[src/rtl/booth_arb_pkg.sv]
// Shared types and helpers for the Booth multiplier arbiter: FSM state encoding
// and the round-robin grant search.
package booth_arb_pkg;

  localparam int unsigned STATE_W  = 2;
  localparam int unsigned MAX_REQ  = 8;
  localparam int unsigned MAX_ID_W = 3;

  typedef enum logic [STATE_W-1:0] {
    IDLE = 2'd0,
    RUN  = 2'd1,
    RESP = 2'd2
  } state_e;

  // First valid index at or after ptr, wrapping at n-1 -> 0; 0 if none valid.
  function automatic logic [MAX_ID_W-1:0] rr_pick(input logic [MAX_REQ-1:0]  valid,
                                                  input logic [MAX_ID_W-1:0] ptr,
                                                  input int unsigned         n);
    logic [MAX_ID_W-1:0] pick;
    logic                found;
    int unsigned         idx;
    pick  = '0;
    found = 1'b0;
    for (int unsigned k = 0; k < MAX_REQ; k++) begin
      idx = (32'(ptr) + k) % n;
      if (k < n && !found && valid[idx]) begin
        pick  = MAX_ID_W'(idx);
        found = 1'b1;
      end
    end
    return pick;
  endfunction

endpackage

[src/rtl/booth_seq_core.sv]
// Sequential radix-2 Booth multiplier core: one iteration per step pulse.
// Holds a WIDTH+1 accumulator so that the most negative multiplicand cannot overflow.
module booth_seq_core #(
  parameter int unsigned WIDTH = 4
) (
  input  logic             clk,
  input  logic             rst,
  input  logic             load,
  input  logic             step,
  input  logic [WIDTH-1:0] m_in,
  input  logic [WIDTH-1:0] q_in,
  output logic [WIDTH-1:0] acc,
  output logic [WIDTH-1:0] q,
  output logic             done
);

  localparam int unsigned ACC_W = WIDTH + 1;
  localparam int unsigned CNT_W = $clog2(WIDTH + 1);

  logic [ACC_W-1:0] acc_q, acc_d;
  logic [ACC_W-1:0] m_q, m_d;
  logic [ACC_W-1:0] sum;
  logic [WIDTH-1:0] q_q, q_d;
  logic             qm1_q, qm1_d;
  logic [CNT_W-1:0] cnt_q, cnt_d;

  // Add/subtract by the Booth pair, then arithmetic right shift of {acc,Q,q_m1}.
  always_comb begin
    acc_d = acc_q;
    m_d   = m_q;
    q_d   = q_q;
    qm1_d = qm1_q;
    cnt_d = cnt_q;
    case ({q_q[0], qm1_q})
      2'b10:   sum = acc_q - m_q;
      2'b01:   sum = acc_q + m_q;
      default: sum = acc_q;
    endcase
    if (load) begin
      acc_d = '0;
      m_d   = {m_in[WIDTH-1], m_in};
      q_d   = q_in;
      qm1_d = 1'b0;
      cnt_d = '0;
    end else if (step) begin
      acc_d = {sum[ACC_W-1], sum[ACC_W-1:1]};
      q_d   = {sum[0], q_q[WIDTH-1:1]};
      qm1_d = q_q[0];
      cnt_d = cnt_q + CNT_W'(1);
    end
  end

  always_ff @(posedge clk or posedge rst) begin
    if (rst) begin
      acc_q <= '0;
      m_q   <= '0;
      q_q   <= '0;
      qm1_q <= 1'b0;
      cnt_q <= '0;
    end else begin
      acc_q <= acc_d;
      m_q   <= m_d;
      q_q   <= q_d;
      qm1_q <= qm1_d;
      cnt_q <= cnt_d;
    end
  end

  assign acc  = acc_q[WIDTH-1:0];
  assign q    = q_q;
  // High while the final iteration is being executed.
  assign done = (cnt_q == CNT_W'(WIDTH - 1));

endmodule

[src/rtl/booth_mult_arbiter.sv]
// Round-robin arbiter sharing one sequential Booth multiplier among NUM_REQ clients.
// Optional macro BOOTH_ARB_ZERO_BYPASS_EN: zero operands skip the core and respond next cycle.
module booth_mult_arbiter
  import booth_arb_pkg::*;
#(
  parameter int unsigned NUM_REQ = 4,
  parameter int unsigned WIDTH   = 4,
  parameter int unsigned ID_W    = $clog2(NUM_REQ)
) (
  input  logic                     clk,
  input  logic                     rst,
  input  logic [NUM_REQ-1:0]       req_valid,
  output logic [NUM_REQ-1:0]       req_ready,
  input  logic [NUM_REQ*WIDTH-1:0] req_multiplier,
  input  logic [NUM_REQ*WIDTH-1:0] req_multiplicand,
  output logic                     rsp_valid,
  input  logic                     rsp_ready,
  output logic [ID_W-1:0]          rsp_id,
  output logic [2*WIDTH-1:0]       rsp_result,
  output logic                     busy
);

  state_e          state_q, state_d;
  logic [ID_W-1:0] rr_ptr_q, rr_ptr_d;
  logic [ID_W-1:0] id_q, id_d;
  logic            rsp_valid_q, busy_q;

  logic [ID_W-1:0]  grant;
  logic [WIDTH-1:0] sel_mpl, sel_mcd;
  logic [WIDTH-1:0] core_q_in;
  logic             core_load, core_step, core_done;
  logic [WIDTH-1:0] core_acc, core_q;

  assign grant   = ID_W'(rr_pick(MAX_REQ'(req_valid), MAX_ID_W'(rr_ptr_q), NUM_REQ));
  assign sel_mpl = req_multiplier[32'(grant) * WIDTH +: WIDTH];
  assign sel_mcd = req_multiplicand[32'(grant) * WIDTH +: WIDTH];

  always_comb begin
    state_d   = state_q;
    rr_ptr_d  = rr_ptr_q;
    id_d      = id_q;
    req_ready = '0;
    core_load = 1'b0;
    core_step = 1'b0;
    core_q_in = sel_mpl;
    case (state_q)
      IDLE: begin
        if (!rst && |req_valid) begin
          req_ready[grant] = 1'b1;
          core_load        = 1'b1;
          id_d             = grant;
          state_d          = RUN;
`ifdef BOOTH_ARB_ZERO_BYPASS_EN
          // Loading Q=0 with acc=0 makes the core already hold a zero product.
          if (sel_mpl == '0 || sel_mcd == '0) begin
            core_q_in = '0;
            state_d   = RESP;
          end
`endif
        end
      end
      RUN: begin
        core_step = 1'b1;
        if (core_done) state_d = RESP;
      end
      RESP: begin
        if (rsp_ready) begin
          rr_ptr_d = (id_q == ID_W'(NUM_REQ - 1)) ? '0 : id_q + ID_W'(1);
          state_d  = IDLE;
        end
      end
      default: state_d = IDLE;
    endcase
  end

  always_ff @(posedge clk or posedge rst) begin
    if (rst) begin
      state_q     <= IDLE;
      rr_ptr_q    <= '0;
      id_q        <= '0;
      rsp_valid_q <= 1'b0;
      busy_q      <= 1'b0;
    end else begin
      state_q     <= state_d;
      rr_ptr_q    <= rr_ptr_d;
      id_q        <= id_d;
      rsp_valid_q <= (state_d == RESP);
      busy_q      <= (state_d != IDLE);
    end
  end

  booth_seq_core #(
    .WIDTH (WIDTH)
  ) u_core (
    .clk  (clk),
    .rst  (rst),
    .load (core_load),
    .step (core_step),
    .m_in (sel_mcd),
    .q_in (core_q_in),
    .acc  (core_acc),
    .q    (core_q),
    .done (core_done)
  );

  assign rsp_valid  = rsp_valid_q;
  assign rsp_id     = id_q;
  assign rsp_result = {core_acc, core_q};
  assign busy       = busy_q;

endmodule

[config.mk]
export PLATFORM = sky130hd
export DESIGN_NAME = booth_mult_arbiter
export DESIGN_NICKNAME = d
export VERILOG_FILES = /design/src/rtl/booth_arb_pkg.sv /design/src/rtl/booth_seq_core.sv /design/src/rtl/booth_mult_arbiter.sv
export SDC_FILE = /design/constraint.sdc
export NUM_CORES = 1
export LEC_CHECK = 0
export ABC_AREA = 0
export BUFFER_PORTS_ARGS = -buffer_cell sky130_fd_sc_hd__buf_2
export CAP_MARGIN = 30
export CORE_ASPECT_RATIO = 0.8
export CORE_UTILIZATION = 45
export CTS_CLUSTER_SIZE = 10
export DETAILED_ROUTE_END_ITERATION = 16
export GPL_ROUTABILITY_DRIVEN = 0
export PLACE_DENSITY = 0.72
export SLEW_MARGIN = 20
export SYNTH_ARGS = -nofsm -noshare
export SYNTH_HDL_FRONTEND = slang
export SYNTH_SLANG_ARGS = --single-unit
[constraint.sdc]
create_clock -name clk -period 2.8 [get_ports clk]
set_input_delay 0.14 -clock clk [delete_from_list [all_inputs] [get_ports clk]]
set_output_delay 0.14 -clock clk [all_outputs]
set_load 0.05 [all_outputs]
Word-level counts from Yosys, hierarchy flattened
Cells that the tools add are included.

Add/sub/neg operators: 7. Multipliers: 0. Divide/modulo/power cells: 0. Magnitude comparators: 6. Equality and inequality tests: 7. Shift-type cells: 2. Mux-type cells: 36. Bitwise gates (word level): 0. Reduce and logical (&&, ||, !) cells: 15.

Operators by type and width (count): $shiftx A16 B5 Y4 (2); $lt A2 B4 Y1 const B (4); $mux W2 (8); $mux W4 (4); $mux W1 (13); $mux W5 (2); $pmux W5 S2 (1); $bmux W1 S2 (4); $eq A2 B2 Y1 const B (4); $mux W3 (2); $pmux W2 S3 (1); $add A5 B5 Y5 (1); $logic_and A1 B1 Y1 (5); $sub A5 B5 Y5 (1); $add A2 B1 Y2 const B (2); $add A2 B2 Y2 const B (2); $eq A2 B1 Y1 const B (2); $logic_not A1 Y1 (4); $reduce_and A2 Y1 (2); $reduce_bool A2 Y1 (2); $reduce_or A4 Y1 (1); $add A3 B1 Y3 const B (1); $eq A3 B2 Y1 const B (1); $lt A2 B3 Y1 const B (1); other kinds (3) (3).

Flip-flop bits (word level): 25. Bits in latches: 0. RAM bits: 0. Memory bits (read-only): 0. Output and inout port bits: 16. Word-level logic and storage cells: 83. Memories: 0.

Logic depth before layout (Yosys ltp)
Depth after elaboration: 18. Depth in mapped cells: 10. Mapped depth without buffers: 10.

By module
A second synthesis with hierarchy kept.

Cells, all modules: 184. Area, all modules: 1727.9 um^2.

By module, submodules not included: booth_seq_core (times used 1, cells each 112, area each 1019.7 um^2, sequential area each 400.4 um^2); booth_mult_arbiter (times used 1, cells each 72, area each 708.2 um^2, sequential area each 200.2 um^2).

Least setup slack after synthesis
No wires, ideal clock.

Path kind: register to register. Start point: register u_core.q_q[0], in the netlist u_core.q[0]. End point: register u_core.acc_q[3]. Library setup time: 0.121 ns. Arrival: 2.495 ns. Required time: 2.679 ns. Path slack: 0.184 ns. Stages on the path, launching flop included: 11. Buffers on the path: 0. Period minus slack after synthesis: 2.616 ns. Cell sequence: dfrtp_1 > inv_1 > ha_1 > mux2_2 > inv_1 > fa_1 > nor2b_1 > o21ai_0 > a211o_1 > and3_1 > o22a_1.

Word-level cells in the longest chain between the ends: 4.

Ends and longest elaborated chain: from (decl) (RTL line booth_seq_core.sv:23) `logic [WIDTH-1:0] q_q, q_d;`; from (signal assigned) (RTL line booth_seq_core.sv:63) `q_q <= q_d;`; $eq A2 B1 Y1 or $eq A2 B2 Y1 (tied branches) (RTL line booth_seq_core.sv:34) `case ({q_q[0], qm1_q})`; $pmux W5 S2 * (RTL line booth_seq_core.sv:34); $mux W5 * (RTL line booth_seq_core.sv:45) `end else if (step) begin`; $mux W5 * (RTL line booth_seq_core.sv:39) `if (load) begin`; to (signal assigned) (RTL line booth_seq_core.sv:55) `acc_q <= '0;`; to (signal assigned) (RTL line booth_seq_core.sv:61) `acc_q <= acc_d;`; to (decl) (RTL line booth_seq_core.sv:20) `logic [ACC_W-1:0] acc_q, acc_d;`.

Mark *: on every way between the ends. The rest lies on a longest branch, timed or not. The select of a mux whose other input is x is not followed. A chain may end at the register's enable or synchronous reset.

Worst setup path after layout
Same ends and word-level chain as after synthesis.

==> impl_metrics.json <==
{
  "start_kind": "flip-flop",
  "ctsResizeCount": 0,
  "cpMostUsedCell": "inv_1",
  "power.leakage_nw": 1.07,
  "syn_area_per_cell_um2": 9.83,
  "htreeDepth": 1,
  "antenna_cells": 0,
  "initial_core_util_pct": 48.1,
  "regToRegSetupSlack_ps": 410,
  "critPathTopFamily": "adder cells",
  "ys_warn_count": 0,
  "crit_buf_inv": 2,
  "area_delta_synth_final_pct": 20.8,
  "outcome": "complete, no violations",
  "critPathMaxStageDelay_ps": 400,
  "clockBufferDepth": 2,
  "rsz0062_at_grt": "false",
  "ant_nets": 0,
  "portBuffers": 54,
  "antenna_found_initial": 0,
  "path_cells": "inv_1 > ha_1 > mux2_2 > inv_1 > fa_1 > nor2b_1 > o21ai_0 > a211o_1 > and3_1 > o22a_1",
  "wire_per_inst_um": 13.9,
  "clkTransAtPathRegs_ps": 80,
  "fill_cells": 315,
  "async_reset_ff_share_pct": 100,
  "syn-cell-area_um2": 1680,
  "slew_headroom_pct": 48.3,
  "die_w_um": 70.3,
  "final_nets": 273,
  "hold_class": "in -> reg",
  "finalCritPeriodShare_pct": 85.3,
  "vias_per_cell": 5.45,
  "fp.dieArea_um2": 3980,
  "worstPathArrival_ps": 2540,
  "finClkSkew_ps": 3.60,
  "synth_edf_count": 0,
  "row_count": 19,
  "finalHoldViolations": 0,
  "max_freq_mhz": 419,
  "crit_type": "reg -> reg",
  "coreArea_um2": 3490,
  "yosysSeqAreaShare_pct": 35.7,
  "worstSkewPairLatency_ps": 260,
  "most-common-layout-cells": "buf_2 (54), dfrtp_1 (24), mux2i_1 (18), nand2_1 (17), inv_1 (11)",
  "hpwl_mm": 2.81,
  "synthFlopType": "dfrtp_1",
  "power_density_nw_per_um2": 1290,
  "slew_viol_final": 0,
  "fin_crit_ps": 2390,
  "layout-drive-gt1-share_pct": 33.6,
  "hold_ws_ps": 204,
  "firstDrtPassIters": 4,
  "cts-root-buf": "clkbuf_8",
  "cpMaxStageDelayCell": "fa_1",
  "cp.required_ps": 2960,
  "netlist_instances": 171,
  "layout_commonest_cell": "buf_2",
  "routed_wl_mm": 3.68,
  "clock-sinks": 24,
  "cts_tree": "done",
  "grt_max_degree": 25,
  "crit_path_max_fanout": 5,
  "vias": 1444,
  "io_pins": 55,
  "max_cap_violations": 0,
  "die_h_um": 56.7,
  "drc": 0,
  "cp-end-kind": "flip-flop",
  "grt_pass1_wl_mm": 6.20,
  "grt_pass1_vias": 1359,
  "synth_cell_type_count": 46,
  "track_usage_pct": 19.5,
  "synth.net_count": 220,
  "totalNegativeSetupSlack_ps": 0,
  "cts-buffers-inserted": 3,
  "synth_seq_cells": 24,
  "drt-initial-drc-count": 92,
  "setup_violations": 0,
  "peakVddDrop_mv": 0.608,
  "gr-total-overflow": 0,
  "tightest_slew_ps": 769
}
-- stage by stage --
stage / setup slack [ps] / cell area (µm²) / total power [mW] / cells / util (%)
after floorplan: 184 / 1680 / 2.07 / 171 / -
after global placement: 489 / 1950 / 2.37 / 259 / 55.8
after detailed placement: 412 / 1950 / 2.39 / 259 / 55.8
after CTS: 401 / 2000 / 2.63 / 263 / 57.4
after global routing: 273 / 2030 / 2.86 / 265 / 58.1
final: 412 / 2030 / 2.62 / 265 / 58.1
-- cells in the mapped netlist (2+ instances only) --
cell      instances  area [µm²]
clkbuf_1          4        15.0
inv_1            11        41.3
o22ai_2           2        25.0
o211ai_1          2        15.0
buf_6             3        33.8
o221ai_2          4        60.1
and3_1            4        25.0
dfrtp_1          24         601
o21ai_0           8        40.0
a21o_1            4        30.0
a21oi_1           4        20.0
nor3_1            4        20.0
nand3_1           6        30.0
and2_1            2        12.5
nor2_1            7        26.3
nand2_1          17        63.8
mux2_2            2        22.5
nor2b_1           5        31.3
o21ai_1           3        15.0
mux2i_1          18         180
ha_1              9         113
a221oi_2          3        45.0
xor2_1            2        17.5
-- timing repair --
action / CTS / global route
hold buffers: 0 / 1
setup buffers: 0 / 0
endpoints found under the hold margin: 0 / 11
-- cells by family (layout without fill, tap and decap cells) --
logic type                 after synthesis  count (layout)  synth area share, %
and+or+nand+nor                         57              57                 18.2
AOI/OAI and AO/OA                       37              37                 18.5
DFF                                     24              24                 35.7
muxes                                   20              20                 12.1
buffers and inverters                   20              72                 6.11
adders and majority gates               10              10                 7.89
xor gates and xnor gates                 3               3                 1.56
-- final cells by class --
cell class	instances	area [µm²]	area share (%)
Clock buffer	4	55.1	2.71
Timing Repair Buffer	57	303	14.9
Sequential cell	24	601	29.6
Tap cell	42	52.6	2.59
Multi-Input combinational cell	127	977	48.2
Inverter	11	41.3	2.03
-- flip-flops by register name, indices dropped and copies added, names as in the netlist, 2 cells and up --
| name | count |
|---|---|
| u_core.q | 4 |
| u_core.cnt_q | 3 |
| state_q | 2 |
| rsp_id | 2 |
| rr_ptr_q | 2 |
| u_core.acc_q | 4 |
| u_core.m_q | 4 |
-- tightest hold or removal path, cell delays in order --
cell      delay, ps
buf_2            70
mux2i_1          70
o221ai_2        150
-- final timing paths --
check,start,to,cells after the start
min reg2reg,u_core.cnt_q[0],u_core.cnt_q[0],1
max reg2reg,u_core.q[0],u_core.acc_q[3],10
min in group asynchronous,rst,rr_ptr_q[1],3
max in group asynchronous,rst,u_core.cnt_q[2],4
min,req_multiplicand[6],u_core.m_q[2],3
max,u_core.q[0],u_core.acc_q[3],10
-- where the power goes --
part / switching (mW) / internal [mW] / total [mW] / leakage, nW
Clock: 0.107 / 0.125 / 0.233 / 0.0288
Combinational: 1.05 / 0.666 / 1.72 / 0.745
Sequential: 0.152 / 0.519 / 0.671 / 0.296
-- per-layer routing --
metal	routed length, µm	track usage [%]	vias up	part of all wire (%)
li1	-	-	722	-
met1	1790	26.9	672	49
met2	1640	31.3	48	45
met3	235	5.57	2	6.4
met4	10	2.57	0	0.27
met5	0	0	-	0
Note: power is estimated with default switching activity, not from simulation.
